### config.mk
export PLATFORM = sky130hd
export DESIGN_NAME = exec_unit_flat
export DESIGN_NICKNAME = d
export VERILOG_FILES = /design/src/rtl/exec_if.sv /design/src/rtl/exec_unit.sv /design/src/flat_wrapper.sv
export SDC_FILE = /design/constraint.sdc
export NUM_CORES = 2
export LEC_CHECK = 0
export BUFFER_PORTS_ARGS = -buffer_cell sky130_fd_sc_hd__buf_2
export CAP_MARGIN = 20
export CORE_MARGIN = 3
export CORE_UTILIZATION = 60
export DETAILED_ROUTE_END_ITERATION = 16
export PLACE_DENSITY = 0.89
export SLEW_MARGIN = 25
export SYNTH_ARGS = -nofsm -noshare
export SYNTH_HDL_FRONTEND = slang
export SYNTH_SLANG_ARGS = --single-unit
### constraint.sdc
create_clock -name clk -period 10 [get_ports clk]
set_clock_uncertainty 0.05 [all_clocks]
set_input_delay 1 -clock clk [delete_from_list [all_inputs] [get_ports clk]]
set_output_delay 1 -clock clk [all_outputs]
set_load 0.005 [all_outputs]
### src/rtl/exec_if.sv
// -----------------------------------------------------------------------------
// exec_if
// Issue and data-memory bus of the execute unit.
//   Issue bus : in_valid/in_ready handshake plus decoded fields
//               (in_uop, in_cond, in_setf, in_imm_sel, in_imm, in_rd/rs1/rs2).
//   Memory bus: mem_req/mem_we/mem_addr/mem_wdata out of the unit,
//               mem_ack/mem_rdata back into it.
// Modports:
//   slave  - the execute unit
//   master - its environment (decode stage plus data memory)
// Parameters: XLEN datapath width, RW register-select width.
// -----------------------------------------------------------------------------
interface exec_if #(
  parameter int XLEN = 32,
  parameter int RW   = 4
);
  logic            in_valid;
  logic            in_ready;
  logic [4:0]      in_uop;
  logic [3:0]      in_cond;
  logic            in_setf;
  logic            in_imm_sel;
  logic [XLEN-1:0] in_imm;
  logic [RW-1:0]   in_rd;
  logic [RW-1:0]   in_rs1;
  logic [RW-1:0]   in_rs2;

  logic            mem_req;
  logic            mem_we;
  logic [XLEN-1:0] mem_addr;
  logic [XLEN-1:0] mem_wdata;
  logic            mem_ack;
  logic [XLEN-1:0] mem_rdata;

  modport slave (
    input  in_valid, in_uop, in_cond, in_setf, in_imm_sel, in_imm,
           in_rd, in_rs1, in_rs2,
    output in_ready,
    output mem_req, mem_we, mem_addr, mem_wdata,
    input  mem_ack, mem_rdata
  );

  modport master (
    output in_valid, in_uop, in_cond, in_setf, in_imm_sel, in_imm,
           in_rd, in_rs1, in_rs2,
    input  in_ready,
    input  mem_req, mem_we, mem_addr, mem_wdata,
    output mem_ack, mem_rdata
  );
endinterface

### src/rtl/exec_unit.sv
// -----------------------------------------------------------------------------
// exec_unit
// Single-issue execute stage: register file, NZCV flags, ALU, branch condition
// evaluation and a handshaked multi-cycle data-memory port.
// Ports:
//   clk, rst_n   clock, asynchronous active-low reset
//   bus          exec_if.slave (issue handshake + memory bus)
//   br_valid     one-cycle taken-branch pulse, br_offset the offset to apply
//   illegal      one-cycle pulse after an illegal uop is accepted
//   flags_out    current {N,Z,C,V}
//   dbg_sel      combinational register read select, dbg_data its value
// Configuration macro: EXEC_MUL_EN - iterative shift-add MUL (uop 13).
//   Without it uop 13 is treated as illegal.
// -----------------------------------------------------------------------------
module exec_unit #(
  parameter  int XLEN  = 32,
  parameter  int NREGS = 16,
  localparam int RW    = $clog2(NREGS)
) (
  input  logic            clk,
  input  logic            rst_n,
  exec_if.slave           bus,
  output logic            br_valid,
  output logic [XLEN-1:0] br_offset,
  output logic            illegal,
  output logic [3:0]      flags_out,
  input  logic [RW-1:0]   dbg_sel,
  output logic [XLEN-1:0] dbg_data
);

  localparam int SW  = $clog2(XLEN);
  localparam int MSB = XLEN - 1;

  typedef enum logic [4:0] {
    UOP_NOP = 5'd0,  UOP_MOV = 5'd1,  UOP_ADD = 5'd2,  UOP_SUB = 5'd3,
    UOP_AND = 5'd4,  UOP_ORR = 5'd5,  UOP_EOR = 5'd6,  UOP_CMP = 5'd7,
    UOP_LSL = 5'd8,  UOP_LSR = 5'd9,  UOP_LDR = 5'd10, UOP_STR = 5'd11,
    UOP_B   = 5'd12, UOP_MUL = 5'd13
  } uop_t;

  typedef enum logic [1:0] {
    S_IDLE  = 2'd0,
    S_MEM   = 2'd1,
`ifdef EXEC_MUL_EN
    S_MUL   = 2'd3,
`endif
    S_FLUSH = 2'd2
  } state_t;

  state_t          r_state;
  state_t          w_state_nxt;
  logic [XLEN-1:0] r_regs [NREGS];
  logic [3:0]      r_flags;            // {N,Z,C,V}

  logic [XLEN-1:0] r_mem_addr;
  logic [XLEN-1:0] r_mem_wdata;
  logic            r_mem_we;
  logic [RW-1:0]   r_mem_rd;
  logic            r_br_valid;
  logic [XLEN-1:0] r_br_offset;
  logic            r_illegal;

  logic            w_accept;
  logic [XLEN-1:0] w_rs1_val;
  logic [XLEN-1:0] w_op2;
  logic [SW-1:0]   w_shamt;
  logic [XLEN:0]   w_sum;
  logic [XLEN:0]   w_diff;
  logic [XLEN:0]   w_shl;
  logic [XLEN:0]   w_shr;
  logic [XLEN-1:0] w_alu_res;
  logic            w_alu_wr;
  logic            w_alu_fl_en;
  logic            w_alu_c;
  logic            w_alu_v;
  logic            w_is_mem;
  logic            w_is_branch;
  logic            w_is_illegal;
  logic            w_cond_ok;
  logic            w_rf_we;
  logic [RW-1:0]   w_rf_idx;
  logic [XLEN-1:0] w_rf_data;
  logic            w_fl_we;
  logic [3:0]      w_fl_data;

`ifdef EXEC_MUL_EN
  logic            w_is_mul;
  logic            w_mul_last;
  logic [XLEN-1:0] w_mul_acc_nxt;
  logic [XLEN-1:0] r_mul_a;
  logic [XLEN-1:0] r_mul_b;
  logic [XLEN-1:0] r_mul_acc;
  logic [SW-1:0]   r_mul_cnt;
  logic [RW-1:0]   r_mul_rd;
  logic            r_mul_setf;
`endif

  // ARM condition codes against the current flags.
  function automatic logic cond_pass(input logic [3:0] c, input logic [3:0] f);
    logic n, z, cy, v;
    {n, z, cy, v} = f;
    case (c)
      4'd0:    return z;
      4'd1:    return !z;
      4'd2:    return cy;
      4'd3:    return !cy;
      4'd4:    return n;
      4'd5:    return !n;
      4'd6:    return v;
      4'd7:    return !v;
      4'd8:    return cy && !z;
      4'd9:    return !cy || z;
      4'd10:   return n == v;
      4'd11:   return n != v;
      4'd12:   return !z && (n == v);
      4'd13:   return z || (n != v);
      4'd14:   return 1'b1;
      default: return 1'b0;
    endcase
  endfunction

  assign bus.in_ready  = (r_state == S_IDLE);
  assign w_accept      = bus.in_valid && bus.in_ready;
  // Memory request is a pure decode of the state register, so an async reset
  // drops it in the same cycle.
  assign bus.mem_req   = (r_state == S_MEM);
  assign bus.mem_we    = bus.mem_req && r_mem_we;
  assign bus.mem_addr  = r_mem_addr;
  assign bus.mem_wdata = r_mem_wdata;
  assign br_valid      = r_br_valid;
  assign br_offset     = r_br_offset;
  assign illegal       = r_illegal;
  assign flags_out     = r_flags;
  assign dbg_data      = r_regs[dbg_sel];

  assign w_rs1_val = r_regs[bus.in_rs1];
  assign w_op2     = bus.in_imm_sel ? bus.in_imm : r_regs[bus.in_rs2];
  assign w_shamt   = w_op2[SW-1:0];
  assign w_sum     = {1'b0, w_rs1_val} + {1'b0, w_op2};
  assign w_diff    = {1'b0, w_rs1_val} + {1'b0, ~w_op2} + (XLEN+1)'(1);
  // Extra bit on the outside of each shift captures the last bit shifted out.
  assign w_shl     = {1'b0, w_rs1_val} << w_shamt;
  assign w_shr     = {w_rs1_val, 1'b0} >> w_shamt;
  assign w_cond_ok = cond_pass(bus.in_cond, r_flags);

  // NOTE: every signal driven in an always_comb gets a default first, so no
  // path leaves it unassigned and no latch is inferred.
  always_comb begin
    w_alu_res    = '0;
    w_alu_wr     = 1'b0;
    w_alu_fl_en  = 1'b0;
    w_alu_c      = r_flags[1];
    w_alu_v      = r_flags[0];
    w_is_mem     = 1'b0;
    w_is_branch  = 1'b0;
    w_is_illegal = 1'b0;
`ifdef EXEC_MUL_EN
    w_is_mul     = 1'b0;
`endif
    case (bus.in_uop)
      UOP_NOP: ;
      UOP_MOV: begin
        w_alu_res = w_op2;  w_alu_wr = 1'b1;  w_alu_fl_en = bus.in_setf;
      end
      UOP_ADD: begin
        w_alu_res   = w_sum[MSB:0];  w_alu_wr = 1'b1;  w_alu_fl_en = bus.in_setf;
        w_alu_c     = w_sum[XLEN];
        w_alu_v     = (w_rs1_val[MSB] == w_op2[MSB]) && (w_sum[MSB] != w_rs1_val[MSB]);
      end
      UOP_SUB, UOP_CMP: begin
        w_alu_res   = w_diff[MSB:0];
        w_alu_wr    = (bus.in_uop == UOP_SUB);
        w_alu_fl_en = bus.in_setf || (bus.in_uop == UOP_CMP);
        w_alu_c     = w_diff[XLEN];
        w_alu_v     = (w_rs1_val[MSB] != w_op2[MSB]) && (w_diff[MSB] != w_rs1_val[MSB]);
      end
      UOP_AND: begin
        w_alu_res = w_rs1_val & w_op2;  w_alu_wr = 1'b1;  w_alu_fl_en = bus.in_setf;
      end
      UOP_ORR: begin
        w_alu_res = w_rs1_val | w_op2;  w_alu_wr = 1'b1;  w_alu_fl_en = bus.in_setf;
      end
      UOP_EOR: begin
        w_alu_res = w_rs1_val ^ w_op2;  w_alu_wr = 1'b1;  w_alu_fl_en = bus.in_setf;
      end
      UOP_LSL: begin
        w_alu_res = w_shl[MSB:0];  w_alu_wr = 1'b1;  w_alu_fl_en = bus.in_setf;
        if (w_shamt != '0) w_alu_c = w_shl[XLEN];
      end
      UOP_LSR: begin
        w_alu_res = w_shr[XLEN:1];  w_alu_wr = 1'b1;  w_alu_fl_en = bus.in_setf;
        if (w_shamt != '0) w_alu_c = w_shr[0];
      end
      UOP_LDR, UOP_STR: w_is_mem = 1'b1;
      UOP_B:            w_is_branch = 1'b1;
`ifdef EXEC_MUL_EN
      UOP_MUL:          w_is_mul = 1'b1;
`endif
      default:          w_is_illegal = 1'b1;
    endcase
  end

`ifdef EXEC_MUL_EN
  assign w_mul_last    = (r_state == S_MUL) && (r_mul_cnt == SW'(XLEN - 1));
  assign w_mul_acc_nxt = r_mul_acc + (r_mul_b[0] ? r_mul_a : '0);
`endif

  // Single register-file write port and flag update; sources are exclusive
  // because issue only happens in IDLE.
  always_comb begin
    w_rf_we   = 1'b0;
    w_rf_idx  = bus.in_rd;
    w_rf_data = w_alu_res;
    w_fl_we   = 1'b0;
    w_fl_data = {w_alu_res[MSB], (w_alu_res == '0), w_alu_c, w_alu_v};
    if (w_accept) begin
      w_rf_we = w_alu_wr;
      w_fl_we = w_alu_fl_en;
    end else if ((r_state == S_MEM) && bus.mem_ack && !r_mem_we) begin
      w_rf_we   = 1'b1;
      w_rf_idx  = r_mem_rd;
      w_rf_data = bus.mem_rdata;
    end
`ifdef EXEC_MUL_EN
    else if (w_mul_last) begin
      w_rf_we   = 1'b1;
      w_rf_idx  = r_mul_rd;
      w_rf_data = w_mul_acc_nxt;
      w_fl_we   = r_mul_setf;
      w_fl_data = {w_mul_acc_nxt[MSB], (w_mul_acc_nxt == '0), r_flags[1:0]};
    end
`endif
  end

  always_comb begin
    w_state_nxt = r_state;
    case (r_state)
      S_IDLE: begin
        if (w_accept) begin
          if (w_is_mem)                      w_state_nxt = S_MEM;
          else if (w_is_branch && w_cond_ok) w_state_nxt = S_FLUSH;
`ifdef EXEC_MUL_EN
          else if (w_is_mul)                 w_state_nxt = S_MUL;
`endif
        end
      end
      S_MEM:   if (bus.mem_ack) w_state_nxt = S_IDLE;
`ifdef EXEC_MUL_EN
      S_MUL:   if (w_mul_last) w_state_nxt = S_IDLE;
`endif
      S_FLUSH: w_state_nxt = S_IDLE;
      default: w_state_nxt = S_IDLE;
    endcase
  end

  // NOTE: sequential state uses non-blocking assignments so every flop samples
  // the pre-edge values regardless of block ordering.
  always_ff @(posedge clk or negedge rst_n) begin
    if (!rst_n) r_state <= S_IDLE;
    else        r_state <= w_state_nxt;
  end

  // NOTE: the register file is reset because software may rely on every
  // architectural register reading zero after reset; this rules out a RAM macro.
  always_ff @(posedge clk or negedge rst_n) begin
    if (!rst_n) begin
      for (int i = 0; i < NREGS; i++) r_regs[i] <= '0;
      r_flags <= '0;
    end else begin
      if (w_rf_we) r_regs[w_rf_idx] <= w_rf_data;
      if (w_fl_we) r_flags <= w_fl_data;
    end
  end

  always_ff @(posedge clk or negedge rst_n) begin
    if (!rst_n) begin
      r_mem_addr  <= '0;
      r_mem_wdata <= '0;
      r_mem_we    <= 1'b0;
      r_mem_rd    <= '0;
      r_br_valid  <= 1'b0;
      r_br_offset <= '0;
      r_illegal   <= 1'b0;
    end else begin
      r_br_valid <= w_accept && w_is_branch && w_cond_ok;
      r_illegal  <= w_accept && w_is_illegal;
      if (w_accept && w_is_branch && w_cond_ok) r_br_offset <= bus.in_imm;
      // Address and data are captured once at issue and held for the whole
      // request.
      if (w_accept && w_is_mem) begin
        r_mem_addr  <= w_rs1_val + bus.in_imm;
        r_mem_wdata <= r_regs[bus.in_rs2];
        r_mem_we    <= (bus.in_uop == UOP_STR);
        r_mem_rd    <= bus.in_rd;
      end
    end
  end

`ifdef EXEC_MUL_EN
  // One shift-add step per cycle: multiplicand moves left, multiplier right.
  always_ff @(posedge clk or negedge rst_n) begin
    if (!rst_n) begin
      r_mul_a    <= '0;
      r_mul_b    <= '0;
      r_mul_acc  <= '0;
      r_mul_cnt  <= '0;
      r_mul_rd   <= '0;
      r_mul_setf <= 1'b0;
    end else if (w_accept && w_is_mul) begin
      r_mul_a    <= w_rs1_val;
      r_mul_b    <= w_op2;
      r_mul_acc  <= '0;
      r_mul_cnt  <= '0;
      r_mul_rd   <= bus.in_rd;
      r_mul_setf <= bus.in_setf;
    end else if (r_state == S_MUL) begin
      r_mul_acc <= w_mul_acc_nxt;
      r_mul_a   <= r_mul_a << 1;
      r_mul_b   <= r_mul_b >> 1;
      r_mul_cnt <= r_mul_cnt + SW'(1);
    end
  end
`endif

endmodule

### src/flat_wrapper.sv
// flat-port wrapper written by rule: the top's interface ports become plain ports
module exec_unit_flat 
#(
  parameter  int XLEN  = 32,
  parameter  int NREGS = 16,
  localparam int RW    = $clog2(NREGS)
)
  (clk, rst_n, br_valid, br_offset, illegal, flags_out, dbg_sel, dbg_data, bus_in_valid, bus_in_uop, bus_in_cond, bus_in_setf, bus_in_imm_sel, bus_in_imm, bus_in_rd, bus_in_rs1, bus_in_rs2, bus_in_ready, bus_mem_req, bus_mem_we, bus_mem_addr, bus_mem_wdata, bus_mem_ack, bus_mem_rdata);
  exec_if #(.XLEN(XLEN), .RW((4))) bus_i ();
  input  logic clk;
  input  logic rst_n;
  output logic br_valid;
  output logic [XLEN-1:0] br_offset;
  output logic illegal;
  output logic [3:0] flags_out;
  input  logic [RW-1:0] dbg_sel;
  output logic [XLEN-1:0] dbg_data;
  input wire logic [$bits(bus_i.in_valid)-1:0] bus_in_valid;
  input wire logic [$bits(bus_i.in_uop)-1:0] bus_in_uop;
  input wire logic [$bits(bus_i.in_cond)-1:0] bus_in_cond;
  input wire logic [$bits(bus_i.in_setf)-1:0] bus_in_setf;
  input wire logic [$bits(bus_i.in_imm_sel)-1:0] bus_in_imm_sel;
  input wire logic [$bits(bus_i.in_imm)-1:0] bus_in_imm;
  input wire logic [$bits(bus_i.in_rd)-1:0] bus_in_rd;
  input wire logic [$bits(bus_i.in_rs1)-1:0] bus_in_rs1;
  input wire logic [$bits(bus_i.in_rs2)-1:0] bus_in_rs2;
  output wire logic [$bits(bus_i.in_ready)-1:0] bus_in_ready;
  output wire logic [$bits(bus_i.mem_req)-1:0] bus_mem_req;
  output wire logic [$bits(bus_i.mem_we)-1:0] bus_mem_we;
  output wire logic [$bits(bus_i.mem_addr)-1:0] bus_mem_addr;
  output wire logic [$bits(bus_i.mem_wdata)-1:0] bus_mem_wdata;
  input wire logic [$bits(bus_i.mem_ack)-1:0] bus_mem_ack;
  input wire logic [$bits(bus_i.mem_rdata)-1:0] bus_mem_rdata;
  assign bus_i.in_valid = bus_in_valid;
  assign bus_i.in_uop = bus_in_uop;
  assign bus_i.in_cond = bus_in_cond;
  assign bus_i.in_setf = bus_in_setf;
  assign bus_i.in_imm_sel = bus_in_imm_sel;
  assign bus_i.in_imm = bus_in_imm;
  assign bus_i.in_rd = bus_in_rd;
  assign bus_i.in_rs1 = bus_in_rs1;
  assign bus_i.in_rs2 = bus_in_rs2;
  assign bus_in_ready = bus_i.in_ready;
  assign bus_mem_req = bus_i.mem_req;
  assign bus_mem_we = bus_i.mem_we;
  assign bus_mem_addr = bus_i.mem_addr;
  assign bus_mem_wdata = bus_i.mem_wdata;
  assign bus_i.mem_ack = bus_mem_ack;
  assign bus_i.mem_rdata = bus_mem_rdata;
  exec_unit #(.XLEN(XLEN), .NREGS(NREGS)) u_core (.clk(clk), .rst_n(rst_n), .bus(bus_i), .br_valid(br_valid), .br_offset(br_offset), .illegal(illegal), .flags_out(flags_out), .dbg_sel(dbg_sel), .dbg_data(dbg_data));
endmodule
# [Word level (Yosys, flattened, before mapping)]
# Cells that the tools add are included.
[totals] ff_bits=621 input_bits=95 out_inout_bits=137 word_cells=156
[op_classes] add_sub_neg=4 n_lt_le_gt_ge=5 eq_ne=38 n_shift=2 muxes=36 bitwise=8 n_reduce_logical=36
[op_table] cell="bitwise mux 512 bit" count=1
[op_table] cell="binary-select mux 32 bit (select 4 bit)" count=3
[op_table] cell="2-to-1 mux 32 bit" count=10
[op_table] cell="case mux 32 bit (8 select lines)" count=1
[op_table] cell="demux 32 bit (select 4 bit)" count=1
[op_table] cell="adder 32 x 32 -> 33 bit" count=2
[op_table] cell="adder 33 x 1 -> 33 bit (second input constant)" count=1
[op_table] cell="left shift 32 x 5 -> 33 bit" count=1
[op_table] cell="right shift 33 x 5 -> 33 bit" count=1
[op_table] cell="adder 32 bit" count=1
[op_table] cell="AND 32 bit" count=1
[op_table] cell="logical NOT 32 bit" count=1
[op_table] cell="inverter 32 bit" count=1
[op_table] cell="bitwise OR 32 bit" count=1
[op_table] cell="bitwise XOR 32 bit" count=1
[op_table] cell="== test 4 bit (second input constant)" count=7
[op_table] cell="== test 5 x 4 -> 1 bit (second input constant)" count=5
[op_table] cell="== test 5 x 3 -> 1 bit (second input constant)" count=4
[op_table] cell=">= comparator 5 bit (second input constant)" count=4
[op_table] cell="inverter 4 -> 5 bit" count=4
[op_table] cell="== test 4 x 3 -> 1 bit (second input constant)" count=4
[op_table] cell="case mux 1 bit (15 select lines)" count=1
[op_table] cell="logical AND 1 bit" count=14
[op_table] cell="OR reduction 13 bit" count=1
[op_table] cell="other kinds (30)" count=58

# [Longest topological paths before layout]
[depth] depth_word=12 ltp_mapped=26 depth_no_buf=19

# [Worst setup path before layout]
# OpenSTA, ideal clock, no wires.
[synth_timing] path_kind="input -> register" from="input bus_in_rs2[0]" to="register u_core.r_regs[159] (netlist name)" setup_ns=0.065 arrival_ns=6.701 required_time_ns=9.885 setup_slack_ns=3.184 stages=23 path_buffers=7 path_cell_list="buf_6 > buf_6 > buf_4 > buf_2 > buf_1 > mux4_2 > mux4_2 > mux2i_1 > ha_1 > clkbuf_1 > and3_1 > a41oi_1 > o21ai_0 > a221o_1 > a31oi_1 > o211ai_1 > a311oi_1 > a211oi_1 > o221ai_1 > inv_1 > a21oi_1 > clkbuf_1 > mux2_2"
[synth_between] elab_chain_cells=12 word_cells_on_any_way=18
[synth_lines] element="from (decl)" line_no="flat_wrapper.sv:26" rtl="input wire logic [$bits(bus_i.in_rs2)-1:0] bus_in_rs2;"
[synth_lines] element="inverter 4 -> 5 bit (not written as such) *" line_no="exec_unit.sv:137" rtl="assign w_op2 = bus.in_imm_sel ? bus.in_imm : r_regs[bus.in_rs2];"
[synth_lines] element="binary-select mux 32 bit (select 4 bit) *" line_no="exec_unit.sv:137"
[synth_lines] element="2-to-1 mux 32 bit (not written as such) * (2 in series)" line_no="exec_unit.sv:137"
[synth_lines] element="2-to-1 mux 32 bit *" line_no="exec_unit.sv:137"
[synth_lines] element="inverter 32 bit" line_no="exec_unit.sv:140" rtl="assign w_diff = {1'b0, w_rs1_val} + {1'b0, ~w_op2} + (XLEN+1)'(1);"
[synth_lines] element="adder 32 x 32 -> 33 bit" line_no="exec_unit.sv:140"
[synth_lines] element="adder 33 x 1 -> 33 bit" line_no="exec_unit.sv:140"
[synth_lines] element="case mux 32 bit (8 select lines) *" line_no="exec_unit.sv:160" rtl="case (bus.in_uop)"
[synth_lines] element="2-to-1 mux 32 bit" line_no="exec_unit.sv:219" rtl="end else if ((r_state == S_MEM) && bus.mem_ack && !r_mem_we) begin"
[synth_lines] element="2-to-1 mux 32 bit *" line_no="exec_unit.sv:216" rtl="if (w_accept) begin"
[synth_lines] element="bitwise mux 512 bit *" line_no="exec_unit.sv:270" rtl="if (w_rf_we) r_regs[w_rf_idx] <= w_rf_data;"
[synth_lines] element="to (signal, indexed assignment)" line_no="exec_unit.sv:270"
[synth_lines] element="to (decl)" line_no="exec_unit.sv:52" rtl="logic [XLEN-1:0] r_regs [NREGS];"
# Mark *: on every way between the ends. The rest lies on a longest branch, timed or not. The select of a mux whose other input is x is not followed.
# A chain may end at the register's enable or synchronous reset.

# [Worst setup path in the final report]
[layout_timing] from="input bus_in_rs2[1]" to="register u_core.r_regs[156] (netlist name)"
# Same word-level chain as after synthesis.

==> flow_metrics.env <==
export IMPL_grt_max_degree=153
export IMPL_synth_top_family_by_area="multiplexers"
export IMPL_numCtsBuffers=60
export IMPL_crit_path_start_kind="input pin"
export IMPL_syn_area_per_cell_um2=12.0
export IMPL_cp_end_kind="flip-flop"
export IMPL_grt_pass1_vias=38800
export IMPL_drive_above_1_share_pct=39.7
export IMPL_placementRows=100
export IMPL_portBuffers=231
export IMPL_dp_hpwl_um=113000
export IMPL_worst_path_max_fanout=77
export IMPL_synth_nets=4017
export IMPL_die_h_um=281
export IMPL_drc=0
export IMPL_placed_area_um2=47500
export IMPL_antenna_found_initial=11
export IMPL_setup_tns_ns=0
export IMPL_fp_dieArea_um2=79200
export IMPL_cts_tree="done"
export IMPL_slew_violations=0
export IMPL_synth_cell_area_um2=45500
export IMPL_hold_path_class="in -> async"
export IMPL_synth_mux_area_share_pct=41.2
export IMPL_yosysUniqueCellTypes=85
export IMPL_nets=4080
export IMPL_clock_latency_ns=0.68
export IMPL_ys_seq_elements=621
export IMPL_area_delta_synth_final_pct=9.20
export IMPL_cts_sinks=621
export IMPL_htree_num_levels=2
export IMPL_required_ns=10.49
export IMPL_grt_overflow=0
export IMPL_synth_xor_area_share_pct=0.789
export IMPL_max_clock_path_buffers=3
export IMPL_fp_dieW_um=281
export IMPL_min_period_over_period_pct=74.8
export IMPL_synth_simple_area_share_pct=7.01
export IMPL_core_um2=74800
export IMPL_synthAdderAreaFrac_pct=3.68
export IMPL_ir_drop_v=0.000173
export IMPL_fmax_mhz=134
export IMPL_leakage_nw=22.4
export IMPL_ys_async_sr_fraction_pct=100
export IMPL_fin_crit_ns=7.48
export IMPL_grt_pass1_wl_um=259000
export IMPL_viasPerCell=8.01
export IMPL_vias=39100
export IMPL_tightestPinTransition_ns=1.20
export IMPL_cts_root_buf="clkbuf_16"
export IMPL_powerDensity_nw_per_um2=192
export IMPL_crit_arrival_ns=7.96
export IMPL_hold_viol_final=0
export IMPL_routed_wl_um=176000
export IMPL_path_clk_slew_ns=0.07
export IMPL_drt_pass1_iterations=7
export IMPL_drt_wirelength_per_cell_um=36.2
export IMPL_worst_r2r_setup_slack_ns=3.55
export IMPL_yosysSeqAreaShare_pct=34.1
export IMPL_synth_ff_type="dfrtp_1"
export IMPL_rsz0062_at_grt="false"
export IMPL_grt_use_total_pct=44.2
export IMPL_cap_violations=0
export IMPL_pin_count=232
export IMPL_cts_hold_buffers=0
export IMPL_gp_congestion=1.06
export IMPL_cts_resized=0
export IMPL_initial_core_util_pct=60.8
export IMPL_synth_edf_count=0
export IMPL_synth_compound_area_share_pct=9.26
export IMPL_max_slew_margin_rel_pct=19.3
export IMPL_post_cts_setup_buffers=0
export IMPL_drt_initial_drc_count=6867
export IMPL_synth_cells=3790
export IMPL_antenna_left=0
export IMPL_status="finished, final reports clean"
export IMPL_nFillCells=4968
export IMPL_path_class="in -> reg"
export IMPL_yosysWarnings=0
export IMPL_stdcell_area_um2=49700
export IMPL_finalSetupViolations=0
-- cells by family after synthesis --
| kind of cell | after synthesis |
|---|---|
| compound gates | 636 |
| mux | 1207 |
| buf+inv | 433 |
| flops | 621 |
| xor+xnor | 41 |
| simple gates | 720 |
| fa+ha+maj | 132 |
-- synth_stat cells, types with 12 or more instances --
cell,count,area [um2]
dfrtp_1,621,15500
mux2_2,572,6440
mux4_2,477,10700
nand2_1,322,1210
clkbuf_1,222,833
nor2_1,191,717
mux2i_1,157,1570
a21oi_1,153,766
o21ai_0,130,651
ha_1,129,1610
inv_1,108,405
a211oi_1,41,308
buf_1,41,154
buf_2,40,200
nor3_1,40,200
o22ai_1,36,225
nand3_1,35,175
a31oi_1,30,188
nand2b_1,30,188
o221ai_1,28,245
xnor2_1,27,236
a221oi_1,22,193
a21o_1,21,158
o211ai_1,18,135
o21bai_1,18,135
a22oi_1,15,113
and3_1,15,93.8
o21a_1,14,105
xor2_1,14,123
or2_2,13,81.3
or3_1,12,75.1
-- path summary, 6_finish.rpt --
kind,startpoint,end,cells past startpoint
max in group asynchronous,rst_n,u_core.r_regs[5],3
worst max register to register,u_core.r_regs[3],u_core.flags_out[2],19
worst min register to register,u_core.bus.mem_wdata[2],u_core.bus.mem_wdata[2],2
worst max-delay path,bus_in_rs2[1],u_core.r_regs[156],17
worst min-delay path,rst_n,u_core.r_regs[413],1
min in group clk,u_core.bus.mem_wdata[2],u_core.bus.mem_wdata[2],2
-- power breakdown --
group	leakage [nW]	internal, mW	switching [mW]
Clock	1.06	1.44	1.10
Combinational	12.9	1.52	2.06
Sequential	8.42	2.94	0.500
-- critical path: stages --
cell and delay, ns:
buf_6 0.63, buf_4 0.76, mux4_2 0.41, mux4_2 0.62, mux2i_1 0.42, ha_1 0.47
and4_1 0.32, o211a_1 0.22, nand2_1 0.07, a211oi_1 0.64, o21bai_1 0.15, a31o_2 0.27
o31ai_1 0.38, o221ai_1 0.20, a221oi_1 0.52, a21oi_2 0.33, mux2_2 0.41
-- layout make-up --
class / instances / area, um2 / share of cell area (%)
diodes: 3 / 7.51 / 0.0151
clock buffers: 80 / 1710 / 3.44
clock inverters: 33 / 464 / 0.934
inverters: 113 / 424 / 0.853
multi-input cells: 2736 / 28400 / 57.2
flip-flops and latches: 621 / 15500 / 31.3
well taps: 969 / 1210 / 2.44
repair buffers: 321 / 1940 / 3.89
-- per-stage QoR --
stage	power [mW]	hold slack [ns]	util (%)	instances	worst slack [ns]
after floorplan	5.53	0.401	-	3790	3.18
after global placement	6.59	0.402	63.4	4759	2.21
after detailed placement	6.76	0.407	63.5	4759	1.92
after CTS	9.34	0.421	66.4	4872	2.58
after global routing	9.81	0.181	66.4	4873	2.30
final	9.55	0.167	66.4	4876	2.52
-- metal layers --
metal / wire length (um) / track usage [%] / part of all wire (%)
met1: 57600 / 54.0 / 33
met2: 76300 / 65.1 / 43
met3: 26500 / 17.1 / 15
met4: 15800 / 30.3 / 9.0
met5: 106 / 0 / 0.060
-- placed cells by master, fill, tap and decap left out, drive strengths merged, types with 9 or more instances in the layout --
master	n
mux4	477
a21oi	154
or3	12
a21o	21
xor2	14
o221ai	30
mux2i	158
a22oi	15
nor4	12
and2	10
nand2b	30
bufinv	9
o211ai	18
xnor2	27
or2	15
mux2	572
a221o	11
o22ai	36
clkbuf	83
nand2	322
nor2b	9
and3	15
a221oi	22
nor3	40
o21ai	138
nand3	35
ha	129
nor2	191
o21bai	18
o21a	14
a211oi	41
clkinv	19
buf	318
inv	113
a31oi	30
dfrtp	621
-- flip-flops by register name, indices dropped and copies added, names as in the netlist --
name and flops:
u_core.r_mem_rd 4, u_core.r_mem_we 1, u_core.bus.mem_addr 32, u_core.flags_out 4, u_core.r_state 2, u_core.br_valid 1, u_core.br_offset 32, u_core.bus.mem_wdata 32
u_core.r_regs 512, u_core.illegal 1
Note: power is estimated with default switching activity, not from simulation.
